===== config.mk =====
export PLATFORM = sky130hd
export DESIGN_NAME = misc_op_stash
export DESIGN_NICKNAME = d
export VERILOG_FILES = /design/src/rtl/misc_op_pkg.sv /design/src/rtl/misc_op_decode.sv /design/src/rtl/misc_op_stash.sv
export SDC_FILE = /design/constraint.sdc
export NUM_CORES = 1
export LEC_CHECK = 0
export CAP_MARGIN = 5
export CORE_MARGIN = 2
export CORE_UTILIZATION = 50
export CTS_CLUSTER_DIAMETER = 200
export CTS_CLUSTER_SIZE = 40
export DETAILED_ROUTE_END_ITERATION = 8
export DONT_BUFFER_PORTS = 1
export GPL_ROUTABILITY_DRIVEN = 0
export GPL_TIMING_DRIVEN = 0
export HOLD_SLACK_MARGIN = 0.06
export PLACE_DENSITY = 0.71
export SKIP_LAST_GASP = 1
export SYNTH_ARGS = -nofsm -noshare
export SYNTH_HDL_FRONTEND = slang
export SYNTH_SLANG_ARGS = --single-unit

===== constraint.sdc =====
create_clock -name clk -period 3.6 [get_ports clk]
set_input_delay 0.72 -clock clk [delete_from_list [all_inputs] [get_ports clk]]
set_output_delay 0.72 -clock clk [all_outputs]
set_load 0.02 [all_outputs]

===== src/rtl/misc_op_pkg.sv =====
// Shared types for the MISC opcode stash: opcode patterns, decode encoding,
// buffered entry layout and the FIFO occupancy states.
package misc_op_pkg;

  // Representative values of the MISC opcode groups. MISC0X covers 3'b00?
  // and MISC1X covers 3'b10?; the decoder expands these into wildcards.
  typedef enum logic [2:0] {
    MISC0  = 3'b000,
    MISC0X = 3'b001,
    MISC1X = 3'b100
  } MiscOpcode_e;

  typedef logic [1:0] misc_dec_t;

  localparam misc_dec_t DEC_MISC0  = 2'b11;
  localparam misc_dec_t DEC_MISC0X = 2'b10;
  localparam misc_dec_t DEC_MISC1X = 2'b00;

  // One buffered word: raw opcode field plus the decode made at push time.
  typedef struct packed {
    logic [2:0] stash;
    misc_dec_t  opcode;
    logic       illegal;
  } misc_entry_t;

  typedef enum logic [1:0] {
    OCC_EMPTY = 2'd0,
    OCC_ONE   = 2'd1,
    OCC_FULL  = 2'd2
  } misc_occ_e;

endpackage


===== src/rtl/misc_op_decode.sv =====
// Combinational MISC opcode decoder: 3-bit opcode field -> {opcode, illegal}.
module misc_op_decode
  import misc_op_pkg::*;
(
  input  logic [2:0] stash_i,
  output misc_dec_t  opcode_o,
  output logic       illegal_o
);

  // First-match priority: 000 beats 00?. The items are written in priority
  // order and 000 is carved out of the 00? group so that at most one item
  // can ever match, keeping the unique0 check meaningful.
  always_comb begin
    opcode_o  = DEC_MISC1X;
    illegal_o = 1'b1;
    unique0 case (stash_i) inside
      MISC0: begin
        opcode_o  = DEC_MISC0;
        illegal_o = 1'b0;
      end
      3'b001: begin
        opcode_o  = DEC_MISC0X;
        illegal_o = 1'b0;
      end
      3'b10?: begin
        opcode_o  = DEC_MISC1X;
        illegal_o = 1'b0;
      end
      default: begin
        opcode_o  = DEC_MISC1X;
        illegal_o = 1'b1;
      end
    endcase
  end

endmodule


===== src/rtl/misc_op_stash.sv =====
// MISC opcode stash: 2-entry skid FIFO of decoded opcode fields with a
// valid/ready interface on both sides and a saturating illegal-opcode counter.
module misc_op_stash
  import misc_op_pkg::*;
#(
  parameter int WORD_W  = 16,
  parameter int OPC_LSB = 0,
  parameter int CNT_W   = 8
) (
  input  logic              clk,
  input  logic              rst_n,
  input  logic              in_valid,
  output logic              in_ready,
  input  logic [WORD_W-1:0] in_word,
  output logic              out_valid,
  input  logic              out_ready,
  output logic [2:0]        out_stash,
  output logic [1:0]        out_opcode,
  output logic              out_illegal,
  output logic [CNT_W-1:0]  illegal_count
);

  localparam logic [CNT_W-1:0] CNT_MAX = {CNT_W{1'b1}};

  function automatic logic [CNT_W-1:0] sat_inc(input logic [CNT_W-1:0] v);
    return (v == CNT_MAX) ? v : v + CNT_W'(1);
  endfunction

  misc_occ_e        occ_q;
  logic             in_ready_q;
  logic             rd_ptr_q;
  logic             wr_ptr_q;
  logic [CNT_W-1:0] cnt_q;
  logic [CNT_W-1:0] cnt_d;
  misc_entry_t      mem_q [2];
  misc_entry_t      new_entry;
  misc_entry_t      head;
  logic             push;
  logic             pop;
  misc_dec_t        dec_opcode;
  logic             dec_illegal;
  logic             unused_word_bits;

  // Only the opcode field of the word is stored; the rest is dropped.
  assign unused_word_bits = ^in_word;

  misc_op_decode u_decode (
    .stash_i   (in_word[OPC_LSB +: 3]),
    .opcode_o  (dec_opcode),
    .illegal_o (dec_illegal)
  );

  assign new_entry = '{stash: in_word[OPC_LSB +: 3], opcode: dec_opcode, illegal: dec_illegal};

  assign in_ready  = in_ready_q;
  assign out_valid = (occ_q != OCC_EMPTY);
  assign push      = in_valid && in_ready_q;
  assign pop       = out_valid && out_ready;

  // Occupancy FSM; in_ready is registered alongside it as !FULL of the next state.
  always_ff @(posedge clk or negedge rst_n) begin
    if (!rst_n) begin
      occ_q      <= OCC_EMPTY;
      in_ready_q <= 1'b1;
    end else begin
      unique case (occ_q)
        OCC_EMPTY: begin
          if (push) occ_q <= OCC_ONE;
        end
        OCC_ONE: begin
          if (push && !pop) begin
            occ_q      <= OCC_FULL;
            in_ready_q <= 1'b0;
          end else if (!push && pop) begin
            occ_q <= OCC_EMPTY;
          end
        end
        OCC_FULL: begin
          if (pop) begin
            occ_q      <= OCC_ONE;
            in_ready_q <= 1'b1;
          end
        end
        default: begin
          occ_q      <= OCC_EMPTY;
          in_ready_q <= 1'b1;
        end
      endcase
    end
  end

  // Read and write pointers advance on pop and push; 1-bit wrap is implicit.
  always_ff @(posedge clk or negedge rst_n) begin
    if (!rst_n) begin
      rd_ptr_q <= 1'b0;
      wr_ptr_q <= 1'b0;
    end else begin
      if (pop)  rd_ptr_q <= ~rd_ptr_q;
      if (push) wr_ptr_q <= ~wr_ptr_q;
    end
  end

  // Entry storage holds data only; validity comes from the occupancy state.
  always_ff @(posedge clk) begin
    if (push) mem_q[wr_ptr_q] <= new_entry;
  end

  assign cnt_d = (push && dec_illegal) ? sat_inc(cnt_q) : cnt_q;

  // Illegal opcodes are counted as they are accepted, not as they leave.
  always_ff @(posedge clk or negedge rst_n) begin
    if (!rst_n) cnt_q <= '0;
    else        cnt_q <= cnt_d;
  end

  assign illegal_count = cnt_q;

  // Outputs read zero while empty, so stale or uninitialised storage never shows.
  assign head        = mem_q[rd_ptr_q];
  assign out_stash   = out_valid ? head.stash   : 3'b000;
  assign out_opcode  = out_valid ? head.opcode  : 2'b00;
  assign out_illegal = out_valid ? head.illegal : 1'b0;

endmodule


==> flow_summary.yaml, run 1 <==
worst_setup_path:
  critPathMaxFanout: 7
  setup.worst_path.end_class: "primary output"
  start_kind: "flip-flop"
  path_class: "reg -> out"
  required_ps: 2880
  arrival_ps: 1420
cells_and_area:
  antenna_cells: 0
  postLayoutCoreUtil_pct: 55.7
  nets: 118
  drive_gt1_share_pct: 15.6
  stdcell_area_um2: 1220
  syn_to_final_growth_pct: 6.20
die:
  dieArea_um2: 2700
  die_h_um: 52.0
  initial_core_util_pct: 52.5
  pin_count: 36
  num_rows: 17
  core_area_um2: 2190
  dieWidth_um: 52.0
clocking:
  path_clk_slew_ps: 130
  hold_buffers: 0
  cts-buffers-inserted: 3
  cts_max_level: 1
  cts_tree: "done"
  cts-root-buf: "clkbuf_4"
  cts_setup_buffers: 0
  cts_buffer_depth: 2
  cts.sinks: 25
  cts_resized: 0
  clock_latency_ps: 310
drt:
  drc_errors: 0
  vias: 714
  routed_via_density: 5.76
  ant_nets: 0
  wl_per_cell_um: 14.8
  routed_wl_mm: 1.83
  first_pass_iters: 4
  drt_iter0_markers: 8
synth:
  syn_inst: 91
  synth_area_um2: 1150
  synth_seq_cells: 25
  synthesis.nets: 112
  ys_types: 32
  yosys.area.top_type: "edfxtp_1"
  synth_area_leaders: "edfxtp_1 (31%), dfrtp_1 (26%), mux2i_1 (6.1%)"
  yosysSeqAreaShare_pct: 59.7
  yosysTopAreaCellShare_pct: 31.3
  postSynthAreaPerCell_um2: 12.6
  yosys_warnings: 0
global_routing:
  grt_pass1_wl_mm: 3.17
  antenna_found_initial: 0
  grt_max_degree: 14
  grt_pass1_vias: 682
  grt_usage_pct: 16.3
  grt_overflow_total: 0
pwr:
  vdd_drop_max_uv: 288
  powerDensity_nw_per_um2: 435
  leakage_nw: 0.500
sta:
  fin_crit_sh_pct: 59.4
  grt_setup_unrepaired: "no"
  relSlewSlack_pct: 64.2
  post-route-min-period_ps: 2140
  hold_viol: 0
  worst_slew_pin_slew_ps: 535
  fmax_mhz: 468
  setup_viol: 0
  setup-tns-final_ps: 0
  finalMaxSlewViolations: 0
  skew_ps: 8.53
place:
  port_buffers: 0
  dp_hpwl_mm: 1.37
  placed_cell_area_um2: 1180
worst_hold_path:
  worstHoldPathType: "in -> async"
job:
  maxCapViolCount: 0
outcome:
  outcome: "finished, final reports clean"
## cell usage after synthesis
library cell	instances
edfxtp_1	12
o2bb2ai_1	1
o22a_1	1
nor3_1	1
ha_1	1
dfrtp_1	12
and4_4	1
mux2i_1	7
buf_2	2
and2_1	1
nand2b_1	3
and4_1	1
a21oi_1	3
nand4_2	1
nand3_1	2
o211ai_1	1
mux2_2	2
o21ai_2	1
xnor2_1	4
nor2b_1	1
mux2_4	2
nor2_1	11
inv_1	1
o21ba_2	1
a31oi_1	1
nand4_1	2
o21ai_0	2
and3_1	4
dfstp_2	1
nor3b_2	1
nand2_1	6
mux2_1	1
## logic make-up (layout without fill, tap and decap cells)
kind of cell,count (synthesis),in the layout,share of synthesized area (%)
simple gates,35,35,16.8
compound gates,11,11,6.53
xor+xnor,4,4,3.05
buf+inv,3,8,1.20
mux,12,12,11.6
fa+ha+maj,1,1,1.09
flops,25,25,59.7
## power by group
group	leakage, nW	switching, mW	internal (mW)
clock	0.0150	0.0783	0.0433
sequential	0.281	0.0231	0.317
combinational	0.204	0.0334	0.0365
## final cells by class
| cell class | instances | area [um2] |
|---|---|---|
| Sequential cell | 25 | 687 |
| Tap cell | 28 | 35.0 |
| Inverter | 1 | 3.75 |
| Clock buffer | 4 | 26.3 |
| Timing Repair Buffer | 1 | 10.0 |
| Buffer | 2 | 10.0 |
| Fill cell | 185 | 970 |
| Multi-Input combinational cell | 63 | 449 |
## metal layers
metal / global-route usage [%] / vias to the layer above / routed length [um]
li1: - / 344 / -
met1: 21.1 / 350 / 875
met2: 24.5 / 16 / 828
met3: 4.31 / 4 / 84
met4: 9.21 / 0 / 41
met5: 0 / - / 0
## final timing paths
check | start | end | slack [ps] | depth (start not counted)
worst max-delay path | occ_q[1] | out_opcode[0] | 1460 | 2
worst min-delay path | rst_n | occ_q[0] | 90 | 0
worst max register to register | illegal_count[0] | illegal_count[1] | 1940 | 4
worst min register to register | wr_ptr_q | wr_ptr_q | 520 | 1
max in group asynchronous | rst_n | illegal_count[7] | 2530 | 1
min in group clk | out_ready | occ_q[1] | 450 | 1
## worst max-delay path: stages (launching register included)
cell     delay (ps)
dfrtp_1         460
nor2_1          420
nor2_1          230
## state kept, by name, indices dropped and copies added, names as in the netlist
name,cells
occ_q,2
in_ready,1
wr_ptr_q,1
illegal_count,8
rd_ptr_q,1
mem_q,12
## stage by stage
step,cells,hold WS (ps),power (mW),worst slack [ps]
after floorplan,91,424,0.401,1960
after global placement,119,425,0.411,1800
after detailed placement,119,425,0.415,1790
after CTS,123,73.4,0.532,1430
after global routing,124,66.7,0.557,1320
final,124,87.7,0.531,1460
## placed cells by master, fill, tap and decap left out
master and n:
a21oi_1 3, a31oi_1 1, and2_1 1, and3_1 4, and4_1 1, and4_4 1
buf_2 2, clkbuf_1 1, clkbuf_4 3, dfrtp_1 12, dfstp_2 1, dlygate4sd3_1 1
edfxtp_1 12, ha_1 1, inv_1 1, mux2_1 1, mux2_2 2, mux2_4 2
mux2i_1 7, nand2_1 6, nand2b_1 3, nand3_1 2, nand4_1 2, nand4_2 1
nor2_1 11, nor2b_1 1, nor3_1 1, nor3b_2 1, o211ai_1 1, o21ai_0 2
o21ai_2 1, o21ba_2 1, o22a_1 1, o2bb2ai_1 1, xnor2_1 4
No activity file was read; power rests on OpenSTA's default activity.
==> run 2, diff against run 1 <==
--- a/config.mk
+++ b/config.mk
@@ -15,7 +15,7 @@
 export GPL_ROUTABILITY_DRIVEN = 0
 export GPL_TIMING_DRIVEN = 0
 export HOLD_SLACK_MARGIN = 0.06
-export PLACE_DENSITY = 0.71
+export PLACE_DENSITY = 0.74
 export SKIP_LAST_GASP = 1
 export SYNTH_ARGS = -nofsm -noshare
 export SYNTH_HDL_FRONTEND = slang
==> constraint.sdc (replaced) <==
create_clock -name clk -period 1.9 [get_ports clk]
set_input_delay 0.38 -clock clk [delete_from_list [all_inputs] [get_ports clk]]
set_output_delay 0.38 -clock clk [all_outputs]
set_load 0.02 [all_outputs]
==> run 2 against run 1 <==
Effect of this change: die area stayed put; largest cell class unchanged; worst setup slack worse by 1300 ps; first-iteration DRC count is 13% lower; clock power is 84% higher; non-clock buffer count stayed put; largest power group unchanged; combinational power is 89% higher; cell area is 0.20% higher; register-to-register slack worse by 1700 ps; sequential cell count stayed put; critical path type unchanged; critical path depth is 1 higher; sequential share of layout area is 0.11 points lower.
==> flow_summary.yaml, run 2 (synthesis gave the netlist of run 1 again) <==
cells_and_area:
  register_area_um2: 687
  multi_input_comb_area_um2: 452
  drive_gt1_share_pct: 16.7
  fillers: 184
  top_register: "mem_q"
  largest_reg_flops: 12
  mostFrequentLayoutCells: "dfrtp_1 (12), edfxtp_1 (12), nor2_1 (10), mux2i_1 (7), nand2_1 (6)"
  postLayoutCoreUtil_pct: 55.9
  antenna_cells: 0
  syn_to_final_growth_pct: 6.42
  nets: 118
  stdcell_area_um2: 1220
clocking:
  cts.sinks: 25
  cts_buffer_depth: 2
  cts_tree: "done"
  cts-buffers-inserted: 3
  path_clk_slew_ps: 130
  cts-root-buf: "clkbuf_4"
  cts_max_level: 1
  clock_latency_ps: 300
drt:
  routed_wl_mm: 1.83
  first_pass_iters: 4
  ant_nets: 0
  drc_errors: 0
  vias: 706
  routed_via_density: 5.69
  drt_iter0_markers: 7
  wl_per_cell_um: 14.8
global_routing:
  antenna_found_initial: 0
  grt_pass1_vias: 674
  grt_overflow_total: 0
  grt_usage_pct: 15.5
  grt_pass1_wl_mm: 3.04
  grt_max_degree: 14
pwr:
  vdd_drop_max_uv: 513
  p_int_uw: 751
  switching_share_pct: 24.8
  leakage_nw: 0.501
  powerDensity_nw_per_um2: 816
  seqPwrFrac_pct: 64.4
  p_comb_share_pct: 13.2
  clkPwrFrac_pct: 22.4
  finalPower_uw: 999
  power.switching_uw: 248
sta:
  setup_viol: 0
  skew_ps: 2.87
  grt_setup_unrepaired: "no"
  fin_crit_sh_pct: 89.2
  fmax_mhz: 590
  hold_viol: 0
  setup-tns-final_ps: 0
  finalMaxSlewViolations: 0
  relSlewSlack_pct: 61.1
  holdWs_ps: 129
  worst_slew_pin_slew_ps: 581
  post-route-min-period_ps: 1700
die:
  num_rows: 17
  initial_core_util_pct: 52.5
  dieWidth_um: 52.0
  pin_count: 36
  die_h_um: 52.0
  dieArea_um2: 2700
  core_area_um2: 2190
job:
  maxCapViolCount: 0
worst_setup_path:
  setup.worst_path.end_class: "primary output"
  arrival_ps: 1320
  required_ps: 1520
  path_class: "reg -> out"
  start_kind: "flip-flop"
  critPathMaxFanout: 7
worst_hold_path:
  worstHoldPathType: "in -> reg"
outcome:
  outcome: "finished, final reports clean"
place:
  dp_hpwl_mm: 1.34
  placed_cell_area_um2: 1180
  port_buffers: 0
[run 2: critical path, cell delays in order (launching register included)]
cell and delay (ps):
dfrtp_1 370, buf_2 190, mux2i_1 140, nor2_1 320
[run 2: final timing paths]
path	startpoint	to	slack (ps)	depth (start not counted)
worst min register to register	wr_ptr_q	wr_ptr_q	500	1
worst min-delay path	out_ready	occ_q[1]	130	1
max in group asynchronous	rst_n	occ_q[0]	1020	1
worst max register to register	illegal_count[0]	illegal_count[1]	240	4
worst max-delay path	rd_ptr_q	out_opcode[0]	200	3
min in group asynchronous	rst_n	illegal_count[3]	500	1
[run 2: area by class of cell]
cell class | instances | area share, %
sequential | 25 | 56.1
multi-input combinational | 63 | 36.9
tap | 28 | 2.86
clock buffer | 4 | 2.15
timing repair buffer | 1 | 0.818
buffer | 2 | 0.818
inverter | 1 | 0.307
[run 2: timing repair]
action                                 in CTS  in global routing
setup endpoints to repair                   0                  7
hold buffers                                1                  0
resized for setup                           0                  1
endpoints found under the hold margin      13                  0
setup buffers                               0                  0
[run 2: power by group through the flow]
stage	sequential (mW)	combinational [mW]	clock, mW
after floorplan	0.649	0.111	0
after detailed placement	0.655	0.127	0
after CTS	0.643	0.134	0.228
final	0.643	0.132	0.224
after global placement	0.654	0.122	0
after global routing	0.649	0.147	0.245
[run 2: per-stage QoR]
stage,std cells,setup slack [ps]
CTS,124,55.8
global placement,119,265
detailed placement,119,257
global route,124,104
floorplan,91,409
finish,124,205
[run 2: per-layer routing]
| layer | part of all wire [%] | vias up | GRT usage (%) |
|---|---|---|---|
| li1 | - | 343 | - |
| met5 | 0 | - | 0 |
| met1 | 46 | 350 | 21.8 |
| met4 | 0.76 | 0 | 3.95 |
| met3 | 3.8 | 2 | 3.45 |
| met2 | 49 | 11 | 24.3 |
==> run 3, diff against run 2 <==
--- a/config.mk
+++ b/config.mk
@@ -16,7 +16,6 @@
 export GPL_TIMING_DRIVEN = 0
 export HOLD_SLACK_MARGIN = 0.06
 export PLACE_DENSITY = 0.74
-export SKIP_LAST_GASP = 1
 export SYNTH_ARGS = -nofsm -noshare
 export SYNTH_HDL_FRONTEND = slang
 export SYNTH_SLANG_ARGS = --single-unit
==> results of run 3 <==
Same layout as run 2: the final DEF is identical, and so are final timing and power.
